`src/rtl/alu_ctrl_muldiv.sv`:
```
// ALU control decoder with iterative multiply/divide engine and HI/LO registers.
// Optional macro ALUCTRL_ILLEGAL_TRAP_EN: unknown func/aluOp forces aluCtrl=1111 and pulses illegalOp.
module alu_ctrl_muldiv #(
    parameter int unsigned WIDTH  = 32,
    parameter bit          DIV_EN = 1'b1
) (
    input  logic             clk,
    input  logic             rst,
    input  logic             req,
    input  logic [1:0]       aluOp,
    input  logic [5:0]       func,
    input  logic [WIDTH-1:0] opA,
    input  logic [WIDTH-1:0] opB,
    output logic [3:0]       aluCtrl,
    output logic [1:0]       hiloSel,
    output logic             busy,
    output logic             done,
    output logic [WIDTH-1:0] hi,
    output logic [WIDTH-1:0] lo,
    output logic             illegalOp
);
    localparam int unsigned CW = $clog2(WIDTH + 1);

    localparam logic [5:0] F_ADD   = 6'b100000;
    localparam logic [5:0] F_SUB   = 6'b100010;
    localparam logic [5:0] F_AND   = 6'b100100;
    localparam logic [5:0] F_OR    = 6'b100101;
    localparam logic [5:0] F_SLT   = 6'b101010;
    localparam logic [5:0] F_NOR   = 6'b100111;
    localparam logic [5:0] F_MFHI  = 6'b010000;
    localparam logic [5:0] F_MFLO  = 6'b010010;
    localparam logic [5:0] F_MULT  = 6'b011000;
    localparam logic [5:0] F_MULTU = 6'b011001;
    localparam logic [5:0] F_DIV   = 6'b011010;
    localparam logic [5:0] F_DIVU  = 6'b011011;

    typedef enum logic [1:0] {IDLE, CALC, FIX, DONE} state_t;

    state_t           state, state_nxt;
    logic [CW-1:0]    cnt, cnt_nxt;
    logic [WIDTH-1:0] acc_hi, acc_hi_nxt, acc_lo, acc_lo_nxt, opnd, opnd_nxt;
    logic             is_div, is_div_nxt, sgn_a, sgn_a_nxt, sgn_b, sgn_b_nxt;
    logic [3:0]       alu_nxt;
    logic [1:0]       sel_nxt;
    logic             busy_nxt, done_nxt, ill_nxt;
    logic [WIDTH-1:0] hi_nxt, lo_nxt;

    logic             accept, bad, start, start_div, sgn_f;
    logic [WIDTH-1:0] mag_a, mag_b;
    logic [WIDTH:0]   shifted, trial, sum;
    logic [2*WIDTH-1:0] prod;

    // Next-state, decode and datapath step
    always_comb begin
        state_nxt  = state;
        cnt_nxt    = cnt;
        acc_hi_nxt = acc_hi;
        acc_lo_nxt = acc_lo;
        opnd_nxt   = opnd;
        is_div_nxt = is_div;
        sgn_a_nxt  = sgn_a;
        sgn_b_nxt  = sgn_b;
        alu_nxt    = aluCtrl;
        sel_nxt    = hiloSel;
        hi_nxt     = hi;
        lo_nxt     = lo;
        ill_nxt    = 1'b0;
        accept     = req && !busy;
        bad        = 1'b0;
        start      = 1'b0;
        start_div  = 1'b0;
        sgn_f      = ~func[0];
        mag_a      = (sgn_f && opA[WIDTH-1]) ? -opA : opA;
        mag_b      = (sgn_f && opB[WIDTH-1]) ? -opB : opB;
        shifted    = {acc_hi, acc_lo[WIDTH-1]};
        trial      = shifted - {1'b0, opnd};
        sum        = {1'b0, acc_hi} + (acc_lo[0] ? {1'b0, opnd} : '0);
        prod       = {acc_hi, acc_lo};

        case (state)
            CALC: begin
                if (is_div) begin
                    acc_hi_nxt = trial[WIDTH] ? shifted[WIDTH-1:0] : trial[WIDTH-1:0];
                    acc_lo_nxt = {acc_lo[WIDTH-2:0], ~trial[WIDTH]};
                end else begin
                    {acc_hi_nxt, acc_lo_nxt} = {sum, acc_lo[WIDTH-1:1]};
                end
                cnt_nxt = cnt + CW'(1);
                if (cnt == CW'(WIDTH - 1)) state_nxt = FIX;
            end
            FIX: begin
                if (is_div) begin
                    lo_nxt = (sgn_a ^ sgn_b) ? -acc_lo : acc_lo;
                    hi_nxt = sgn_a ? -acc_hi : acc_hi;
                end else begin
                    if (sgn_a ^ sgn_b) prod = -prod;
                    {hi_nxt, lo_nxt} = prod;
                end
                state_nxt = DONE;
            end
            DONE:    state_nxt = IDLE;
            default: state_nxt = IDLE;
        endcase

        if (accept) begin
            sel_nxt = 2'b00;
            case (aluOp)
                2'b00: alu_nxt = 4'b0010;
                2'b01: alu_nxt = 4'b0110;
                2'b10: begin
                    case (func)
                        F_ADD:            alu_nxt = 4'b0010;
                        F_SUB:            alu_nxt = 4'b0110;
                        F_AND:            alu_nxt = 4'b0000;
                        F_OR:             alu_nxt = 4'b0001;
                        F_SLT:            alu_nxt = 4'b0111;
                        F_NOR:            alu_nxt = 4'b1100;
                        F_MFHI:           sel_nxt = 2'b01;
                        F_MFLO:           sel_nxt = 2'b10;
                        F_MULT, F_MULTU:  start = 1'b1;
                        F_DIV, F_DIVU: begin
                            if (DIV_EN) begin
                                start     = 1'b1;
                                start_div = 1'b1;
                            end else begin
                                bad = 1'b1;
                            end
                        end
                        default:          bad = 1'b1;
                    endcase
                end
                default: bad = 1'b1;
            endcase
`ifdef ALUCTRL_ILLEGAL_TRAP_EN
            if (bad) begin
                alu_nxt = 4'b1111;
                ill_nxt = 1'b1;
            end
`endif
            // Divide by zero bypasses the engine entirely
            if (start_div && opB == '0) begin
                hi_nxt    = opA;
                lo_nxt    = '1;
                state_nxt = DONE;
            end else if (start) begin
                state_nxt  = CALC;
                cnt_nxt    = '0;
                acc_hi_nxt = '0;
                acc_lo_nxt = mag_a;
                opnd_nxt   = mag_b;
                is_div_nxt = start_div;
                sgn_a_nxt  = sgn_f && opA[WIDTH-1];
                sgn_b_nxt  = sgn_f && opB[WIDTH-1];
            end
        end

        busy_nxt = (state_nxt == CALC) || (state_nxt == FIX);
        done_nxt = (state_nxt == DONE);
    end

    // State and output registers
    always_ff @(posedge clk) begin
        if (rst) begin
            state     <= IDLE;
            cnt       <= '0;
            acc_hi    <= '0;
            acc_lo    <= '0;
            opnd      <= '0;
            is_div    <= 1'b0;
            sgn_a     <= 1'b0;
            sgn_b     <= 1'b0;
            aluCtrl   <= 4'b0010;
            hiloSel   <= 2'b00;
            busy      <= 1'b0;
            done      <= 1'b0;
            hi        <= '0;
            lo        <= '0;
            illegalOp <= 1'b0;
        end else begin
            state     <= state_nxt;
            cnt       <= cnt_nxt;
            acc_hi    <= acc_hi_nxt;
            acc_lo    <= acc_lo_nxt;
            opnd      <= opnd_nxt;
            is_div    <= is_div_nxt;
            sgn_a     <= sgn_a_nxt;
            sgn_b     <= sgn_b_nxt;
            aluCtrl   <= alu_nxt;
            hiloSel   <= sel_nxt;
            busy      <= busy_nxt;
            done      <= done_nxt;
            hi        <= hi_nxt;
            lo        <= lo_nxt;
            illegalOp <= ill_nxt;
        end
    end
endmodule

```
`config.mk`:
```
export PLATFORM = sky130hd
export DESIGN_NAME = alu_ctrl_muldiv
export DESIGN_NICKNAME = d
export VERILOG_FILES = /design/src/rtl/alu_ctrl_muldiv.sv
export SDC_FILE = /design/constraint.sdc
export NUM_CORES = 1
export LEC_CHECK = 0
export CORE_ASPECT_RATIO = 0.75
export CORE_MARGIN = 1.5
export CORE_UTILIZATION = 53
export CTS_CLUSTER_SIZE = 20
export DETAILED_ROUTE_END_ITERATION = 12
export GPL_TIMING_DRIVEN = 0
export HOLD_SLACK_MARGIN = 0.02
export PLACE_DENSITY = 0.76
export SLEW_MARGIN = 15
export SYNTH_ARGS = -nofsm -noshare
export SYNTH_HDL_FRONTEND = slang
export SYNTH_SLANG_ARGS = --single-unit
```
`constraint.sdc`:
```
create_clock -name clk -period 3.3 [get_ports clk]
set_input_delay 0.66 -clock clk [delete_from_list [all_inputs] [get_ports clk]]
set_output_delay 0.66 -clock clk [all_outputs]
set_load 0.005 [all_outputs]
```
==> impl_results.md <==
- Rows: 51
- Drt pass-1 iters: 6
- RSZ-0062 raised after global routing: yes
- Run status: complete, but fails checks
- CP cell instances: clkdlybuf4s50_1 > clkbuf_1 > nand2b_1 > clkbuf_1 > o21ai_0 > a311oi_1
- Min Hold Slack: 0.454 ns
- EDFF count, synth: 0
- Worst-path fanout max: 10
- Area of the core: 0.0263 mm2
- Synth area leaders: dfxtp_1 (25%), nor2_1 (7.3%), a21oi_1 (7.3%)
- CP startpoint kind: primary input
- Final min period: 3.37 ns
- Clock skew: 0.0131 ns
- Synthesized instance count: 1933
- # hold bufs at CTS: 0
- CP max stage cell: clkbuf_1
- Top cells by count, synth: nor2_1 (279), a21oi_1 (209), dfxtp_1 (179)
- Net count after synthesis: 2085
- Post-synth top flop: dfxtp_1
- Num Clock Sinks: 179
- Routed Antenna Nets: 0
- FF+latch count, synth: 179
- CP dominant cell by count: clkbuf_1
- CTS max path bufs: 2
- DRC: 0
- Worst skew pair latency: 0.45 ns
- Cell with the most instances after synthesis: nor2_1
- Post-DR vias/cell: 6.52
- DIE AREA: 0.0281 mm2
- Yosys warns: 0
- Yosys top cell by area: dfxtp_1
- Max Transition Viols Final: 0
- Detailed Route Iter0 Violations: 2224
- Port-buffer cells: 145
- DIE WIDTH: 193 um
- Root buffer cell: clkbuf_16
- Chip height: 146 um
- PnR worst setup slack: -0.0691 ns
- Sequential area share after synthesis: 25.0%
- Layout cells sized above 1: 9.25%
- VDD IR-drop max: 434 uV
- Failing checks: setup timing
- CP Class: in2reg
- Max-Cap Viols: 0
- Mapped Avg Cell Area: 7.43 um2
- Critical Path RT: 3.65 ns
- CP endpoint kind: flop
- Pin count of the biggest net entering global routing: 17
- Antenna violations before repair: 1
- Synth cell types: 84
- Power Density: 315 mW/mm2
- N_diodes: 0
- Gr usage total: 40.2%
- Slew HR: 36.4%
- Io pins: 148
- Cts bufs inserted: 17
- Worst Tran Pin Value: 0.947 ns
- Arr. time, crit path: 3.72 ns
- Sum of negative setup slack: -0.123 ns
- H-tree Lvls: 4
- Highest clock rate: 0.297 GHz
- CTS tree: built
- CP peak stage delay: 0.63 ns
- Vias in the first global route: 14700
- CTS clock-pin slew for the worst setup and hold paths: 0.07 ns
- Leak Pwr: 6.69 nW
- Vias after detailed routing: 16200
- Endpoints failing setup: 4
- Global-route wire length before repair: 85800 um
- Avg WL per Cell: 23.4 um
- Synth top area share: 25.0%
- Min-delay worst type: reg2reg
- FILL cells: 2286
- Final hold violation count: 0
- Syn Std Cell Area: 0.0144 mm2
- Initial Utilization: 54.6%
- Overall routed net length: 58200 um
- Final period util: 102%
- Synth-to-layout area growth: 24.0%
- Gr ovfl total: 0
- Asr flop ratio synth: 0%
- GPL Wtd Cong: 0.994
- Nets: 2281
- Post-DP HPWL: 44500 um
## registers in the layout, summed over array words and instances (netlist names), 2 cells and up
| name | count |
|---|---|
| acc_hi | 32 |
| acc_lo | 32 |
| aluCtrl | 4 |
| cnt | 6 |
| hi | 32 |
| hiloSel | 2 |
| lo | 32 |
| opnd | 32 |
| state | 2 |
## stage by stage
| stage | utilization, % | std cells | area (um2) | setup WS, ns | power, mW |
|---|---|---|---|---|---|
| after CTS | 66.1 | 2468 | 17400 | -0.0606 | 5.48 |
| after floorplan | - | 1933 | 14400 | 0.0856 | 2.70 |
| after global placement | 61.8 | 2422 | 16200 | -1.34 | 3.01 |
| after detailed placement | 61.8 | 2422 | 16200 | -1.31 | 3.02 |
| after global routing | 67.7 | 2485 | 17800 | -0.0946 | 5.72 |
| final | 67.7 | 2485 | 17800 | -0.0691 | 5.61 |
## final timing paths
kind	from	end	slack (ns)	cells after the start
max	func[0]	acc_lo[21]	-0.07	6
min	opnd[28]	opnd[28]	0.45	2
max reg2reg	acc_lo[31]	acc_hi[22]	-0.03	15
min reg2reg	opnd[28]	opnd[28]	0.45	2
## cells by family after synthesis
kind of cell | synth area share (%)
and+or+nand+nor | 20.5
AOI/OAI and AO/OA | 27.1
xor gates and xnor gates | 10.4
DFF | 25.0
muxes | 5.02
other | 0.0261
buffers and inverters | 5.15
adders and majority gates | 6.82
## report_power, final
group          total (mW)  internal [mW]  switching, mW  leakage (nW)
Clock                2.38           1.38           1.00         0.325
Combinational        1.05          0.470          0.581          4.92
Sequential           2.18           2.16         0.0120          1.45
Total                5.61           4.02           1.60          6.69
## placed cells by master, fill, tap and decap left out, drive strengths merged, types with 11 or more instances in the layout
cell / instances
a211oi: 93
a21o: 37
a21oi: 210
a31oi: 23
and3: 11
buf: 50
clkbuf: 125
clkdlybuf4s50: 143
dfxtp: 179
ha: 75
inv: 69
mux2i: 63
nand2: 118
nand2b: 24
nand3: 30
nand4: 14
nor2: 279
nor2b: 17
nor3: 41
nor4: 23
o211ai: 12
o21ai: 134
o31ai: 25
or3: 26
or4: 12
xnor2: 94
xor2: 77
## metal layers
layer / GRT usage (%) / part of all wire (%)
met1: 59.7 / 44
met2: 52.6 / 38
met4: 9.54 / 2.3
met5: 0 / 0.022
met3: 16.9 / 15
## critical path: cells and delay by family
family | cells | cell delay, ns
AND/OR/NAND/NOR | 1 | 0.47
buffers and inverters | 3 | 1.80
AO/OA/AOI/OAI | 2 | 0.77
## area by class of cell
type	count	area [um2]	area share, %
multi-input combinational	1565	10500	58.9
timing repair buffer	178	1800	10.1
tap	344	430	2.42
buffer	124	586	3.29
sequential	179	3600	20.2
inverter	64	246	1.38
clock buffer	18	439	2.47
clock inverter	13	218	1.22
## repair_timing
item	in CTS	in global routing
setup endpoints to repair	137	126
cloned	2	1
pin swaps	24	34
buffers inserted	13	17
gates resized for setup	82	78
(Power assumes the default switching activity.)
==> edit 1: new RTL, config.mk and constraints unchanged <==
The option `ALUCTRL_ILLEGAL_TRAP_EN` is turned on by a define.
--- a/src/rtl/alu_ctrl_muldiv.sv
+++ b/src/rtl/alu_ctrl_muldiv.sv
@@ -2,2 +2,4 @@
 // Optional macro ALUCTRL_ILLEGAL_TRAP_EN: unknown func/aluOp forces aluCtrl=1111 and pulses illegalOp.
+`define ALUCTRL_ILLEGAL_TRAP_EN
+
 module alu_ctrl_muldiv #(
Function: changed (a bounded check fails within 4 cycles, from zero or initial values and one cycle with rst high).
==> edit 1 against the original RTL <==
The run still ends with setup timing left; critical endpoint is now acc_hi[27]$_SDFF_PP0_; power shrank 3.6%; clock skew is essentially flat; wire length grew 4.3%; cell area grew 3.2%; via count grew 4.7%; area after synthesis grew 1.5%; setup slack gained 0.052 ns; sequential cell count grew 1; non-clock buffer count grew 18.
==> edit 1: results (changes against the original RTL) <==
- Critical path data arrival time: 3.66 ns (-0.06 ns)
- Vias per inst: 6.55 (+0.38%)
- Worst Hold Class: register to register
- First-pass GRT wire length: 90.8 mm (+5.9%)
- CTS Root Cell: clkbuf_16
- CTS clk-pin slew, worst paths: 0.08 ns
- Syn avg cell area: 7.20 sq um (-3.1%)
- XOR/XNOR Fraction of Synth Area: 0.104 (-0.000321)
- Outcome: finished, violations left
- Global-route usage over all layers: 0.412 (+0.00928)
- Routed via count: 17000 (+4.7%)
- Initial antenna violation count: 0 (-1)
- Hpwl dp: 46.0 mm (+3.5%)
- Worst VDD drop: 344 uV (-21%)
- First-pass DRT Iterations: 8 (+2)
- Post-synth top cells: nor2_1 (286), a21oi_1 (195), nand2_1 (186)
- Post-DR wirelength/cell: 23.4 um (about the same)
- Worst Reg-to-Reg Cells: 15 (unchanged)
- Synth Net Count: 2176 (+4.4%)
- Synth cell types: 77 (-8.3%)
- Synth area leaders: dfxtp_1 (25%), nor2_1 (7.4%), a21oi_1 (6.7%)
- Synth Area in Adders: 0.0672 (-0.000995)
- Clk_lat worst skew: 0.46 ns
- Mux share of post-synthesis cell area: 0.0325 (-0.0177)
- Largest net degree at the start of global routing: 19 (+2)
- Placer Congestion: 1.01 (+1.3%)
- Clock skew: 0.0135 ns (+0.000377 ns)
- Nets@finish: 2379 (+4.3%)
- Hold Path Stages: 2 (unchanged)
- CP max FO: 4 (-6)
- Vias in the first global route: 15500 (+5.7%)
- Leakage: 6.83 nW (+2.1%)
- Critical Path Start: acc_lo[31]$_SDFF_PP0_
- Ratio of cells with drive above 1 in the final layout: 0.119 (+0.0267)
- Failing checks: setup timing
- Post-Route Setup TNS: -0.0210 ns (+0.102 ns)
- Worst setup margin: -0.0170 ns (+0.0521 ns)
- Post-placement cell count: 2520 (+4.0%)
- Worst Max-Slew Pin Slew: 1.14 ns (+0.196 ns)
- Seq/Total Area, Yosys: 0.247 (-0.00227)
- H-tree levels: 4 (unchanged)
- Initial DRC Count: 2316 (+4.1%)
- Largest family of logic cells by synthesized area: compound AO/OA/AOI/OAI gates
- Crit path to: acc_hi[27]$_SDFF_PP0_
- Synth Area in Compound Gates: 0.268 (-0.00293)
- Finish-stage setup viols: 2 (-2)
- Ys Warns: 0 (unchanged)
edit 1: cell types whose count changed after synthesis, sizes merged, moves of 9 or more:
cell / before / now
a211oi: 93 / 125
a21o: 37 / 21
a21oi: 210 / 196
clkbuf: 104 / 117
inv: 64 / 73
mux2i: 63 / 45
nand2: 118 / 186
nor3: 41 / 62
xor2: 77 / 86
edit 1: worst min path at each step:
stage | from | end | slack (ns)
after floorplan | opnd[0]$_SDFFE_PP0P_ | opnd[0]$_SDFFE_PP0P_ | 0.45
after global placement | opnd[0]$_SDFFE_PP0P_ | opnd[0]$_SDFFE_PP0P_ | 0.47
after detailed placement | opnd[0]$_SDFFE_PP0P_ | opnd[0]$_SDFFE_PP0P_ | 0.47
after CTS | opnd[0]$_SDFFE_PP0P_ | opnd[0]$_SDFFE_PP0P_ | 0.49
after global routing | opnd[0]$_SDFFE_PP0P_ | opnd[0]$_SDFFE_PP0P_ | 0.52
final | opnd[0]$_SDFFE_PP0P_ | opnd[0]$_SDFFE_PP0P_ | 0.50
edit 1: timing repair:
action | in CTS | in global routing
setup endpoints to repair | 172 | 140
pin swaps | 27 | 59
setup buffers | 18 | 30
hold buffers | 0 | 0
resized for setup | 102 | 152
gates cloned | 0 | 2
edit 1: critical path, stage by stage, from the launching register on:
cell and delay (ns):
dfxtp_4 0.35, inv_2 0.06, ha_4 0.13, inv_2 0.04
fa_2 0.36, a21o_1 0.20, a311o_1 0.42, nand4bb_4 0.17
a211oi_2 0.09, or3_1 0.41, o211ai_1 0.10, buf_4 0.18
nand2_2 0.16, a21oi_2 0.19, o311a_1 0.24, o31ai_1 0.08
edit 1: stage by stage:
step	worst slack [ns]	hold WS [ns]	instance area, sq um	total power [mW]
3_3_place_gp	-1.54	0.467	16500	2.99
4_1_cts	-0.0183	0.488	17600	5.22
6_report	-0.0170	0.501	18400	5.41
2_1_floorplan	0.00668	0.448	14600	2.68
3_5_place_dp	-1.59	0.473	16500	2.99
5_1_grt	-0.108	0.524	18400	5.53
edit 1: where the power goes:
part | leakage, nW | total (mW) | internal [mW] | switching, mW
clock network | 0.308 | 2.23 | 1.18 | 1.05
registers | 1.46 | 2.19 | 2.18 | 0.0121
logic | 5.06 | 0.990 | 0.417 | 0.573
edit 1: final cells by class:
class / count / area, sq um
buffer: 125 / 612
clock buffer: 18 / 439
clock inverter: 14 / 181
fill: 2305 / 8630
inverter: 74 / 283
multi-input combinational: 1634 / 10900
sequential: 180 / 3630
tap: 351 / 439
timing repair buffer: 195 / 1880
edit 1: per-layer routing:
layer / part of all wire / GRT usage / wire (um)
met1: 0.44 / 0.612 / 26900
met2: 0.40 / 0.570 / 24000
met3: 0.14 / 0.134 / 8770
met4: 0.017 / 0.0844 / 1010
met5: 0 / 0 / 0
==> edit 2: new RTL, same settings <==
Made on the original files. Encoding of `state_t`: now one-hot (4 bits for 4 states).
--- a/src/rtl/alu_ctrl_muldiv.sv
+++ b/src/rtl/alu_ctrl_muldiv.sv
@@ -36,3 +36,3 @@
 
-    typedef enum logic [1:0] {IDLE, CALC, FIX, DONE} state_t;
+    typedef enum logic [3:0] {IDLE = 4'b0001, CALC = 4'b0010, FIX = 4'b0100, DONE = 4'b1000} state_t;
 
Formal check against the unedited RTL: no difference found for any inputs over 4 cycles, from zero or initial values and one cycle with rst high; so few cycles prove little.
==> edit 2 against the original RTL <==
The flow still finishes with violations (setup timing); power decreased by 7.9%; fmax decreased by 0.68%; setup slack got worse by 0.023 ns; largest power group is now registers; cell area rose by 2.3%; area after synthesis is 0.23% higher; global-route usage grew 0.27 points; wire length increased by 4.4%; critical path depth grew 9; die area increased by 0.22%; non-clock buffer count grew 5; worst hold slack better by 0.010 ns; sequential cell count rose by 2.
==> edit 2: results (changes against the original RTL) <==
- First-pass GRT wire length: 88.6 mm (+3.2%)
- Finish-stage setup viols: 8 (+4)
- Pwr dens: 284 nW/um^2 (-10%)
- Worst path max stage delay: 0.48 ns (-0.15 ns)
- Fillers: 2326 (+1.7%)
- CTS Root Cell: clkbuf_16
- Synth Area in Compound Gates: 0.288 (+0.0170)
- Met1 Wirelength: 26.4 mm (+2.1%)
- Initial antenna violation count: 0 (-1)
- Global-route usage over all layers: 0.405 (+0.00272)
- Count of input and output buffers: 144 (-0.69%)
- Worst hold start: aluCtrl[3]$_SDFFE_PP0P_
- Hpwl dp: 45.5 mm (+2.3%)
- Placer Congestion: 1.04 (+4.4%)
- Initial DRC Count: 2086 (-6.2%)
- Non-filler cells, final: 2518 (+1.3%)
- Failing checks: setup timing
- DR WL met2: 23.9 mm (+8.1%)
- Synth cell types: 74 (-12%)
- Vias per inst: 6.67 (+2.3%)
- Worst setup margin: -0.0922 ns (-0.0231 ns)
- Seq/Total Area, Yosys: 0.252 (+0.00222)
- Leakage: 6.56 nW (-2.0%)
- GRT met2 Usage: 0.549 (+0.0227)
- Nets@finish: 2303 (+0.96%)
- Critical path data arrival time: 3.76 ns (+0.04 ns)
- Synth area leaders: dfxtp_1 (25%), ha_1 (6.3%), a21oi_1 (6.2%)
- Hold EP: aluCtrl[3]$_SDFFE_PP0P_
- Syn avg cell area: 7.35 sq um (-1.0%)
- Final hold slack: 0.465 ns (+0.0104 ns)
- Clock skew: 0.0187 ns (+0.00556 ns)
- M3 GR Usage: 0.174 (+0.00525)
- Quantity of gates resized following cts: 151 (+84%)
- Worst Hold Class: register to register
- Worst Max-Slew Pin Slew: 0.966 ns (+0.0186 ns)
- Top sig layer: met4
- Mux share of post-synthesis cell area: 0.0272 (-0.0230)
- Net Sw Frac: 0.302 (+0.0172)
- Vias in the first global route: 15300 (+4.0%)
- XOR/XNOR Fraction of Synth Area: 0.101 (-0.00328)
- Dpl cell area: 16300 sq um (+0.44%)
- Synth Net Count: 2106 (+1.0%)
- Ratio of cells with drive above 1 in the final layout: 0.120 (+0.0275)
- Routing usage on met1: 0.576 (-0.0206)
- Outcome: finished, violations left
- Logic power comb: 0.811 mW (-23%)
- Critical path's top delay family: compound AO/OA/AOI/OAI gates
- Worst VDD drop: 420 uV (-3.2%)
- # Post-CTS Setup Buffers: 21 (+8)
- WL final: 60.8 mm (+4.4%)
- Synth Area in Adders: 0.0654 (-0.00276)
- Detailed route wirelength on metal3: 8.97 mm (+0.21%)
- Post-synth top cells: nor2_1 (214), dfxtp_1 (181), a21oi_1 (178)
- Post-Route Setup TNS: -0.389 ns (-0.266 ns)
edit 2: cell types whose count changed after synthesis, moves of 8 or more:
cell,before,now
clkbuf_1,103,122
a211oi_1,91,110
nor3_1,41,50
a21boi_0,1,9
a21o_1,37,25
o211ai_1,11,24
nand2_1,118,173
nand3_1,30,49
a21oi_1,209,178
a31oi_1,23,34
o21ai_0,129,154
nor2_1,279,214
xnor2_1,94,85
mux2i_1,63,38
edit 2: cell families (layout without fill, tap and decap cells):
logic type | count (synthesis) | count (layout)
AOI/OAI and AO/OA | 652 | 652
xor gates and xnor gates | 166 | 166
adders and majority gates | 74 | 74
buffers and inverters | 191 | 400
DFF | 181 | 181
muxes | 39 | 39
other | 1 | 1
and+or+nand+nor | 653 | 654
edit 2: worst max-delay path by stage:
stage / start / to / slack [ns]
finish: acc_lo[31]$_SDFF_PP0_ / acc_lo[0]$_SDFF_PP0_ / -0.09
global route: acc_lo[31]$_SDFF_PP0_ / acc_lo[0]$_SDFF_PP0_ / -0.12
CTS: acc_lo[13]$_SDFF_PP0_ / hi[31]$_SDFF_PP0_ / -0.0002
detailed placement: aluOp[0] / opnd[10]$_SDFFE_PP0P_ / -1.45
global placement: acc_lo[31]$_SDFF_PP0_ / acc_hi[26]$_SDFF_PP0_ / -1.41
floorplan: opA[10] / acc_lo[28]$_SDFF_PP0_ / -0.12
edit 2: cell type report:
class | instances | area [sq um] | share of cell area
plain buffers | 119 | 612 | 0.0336
clock buffers | 17 | 425 | 0.0234
clock inverters | 15 | 184 | 0.0101
inverters | 61 | 231 | 0.0127
multi-input cells | 1586 | 10900 | 0.597
flip-flops and latches | 181 | 3650 | 0.200
well taps | 351 | 439 | 0.0241
repair buffers | 188 | 1800 | 0.0991
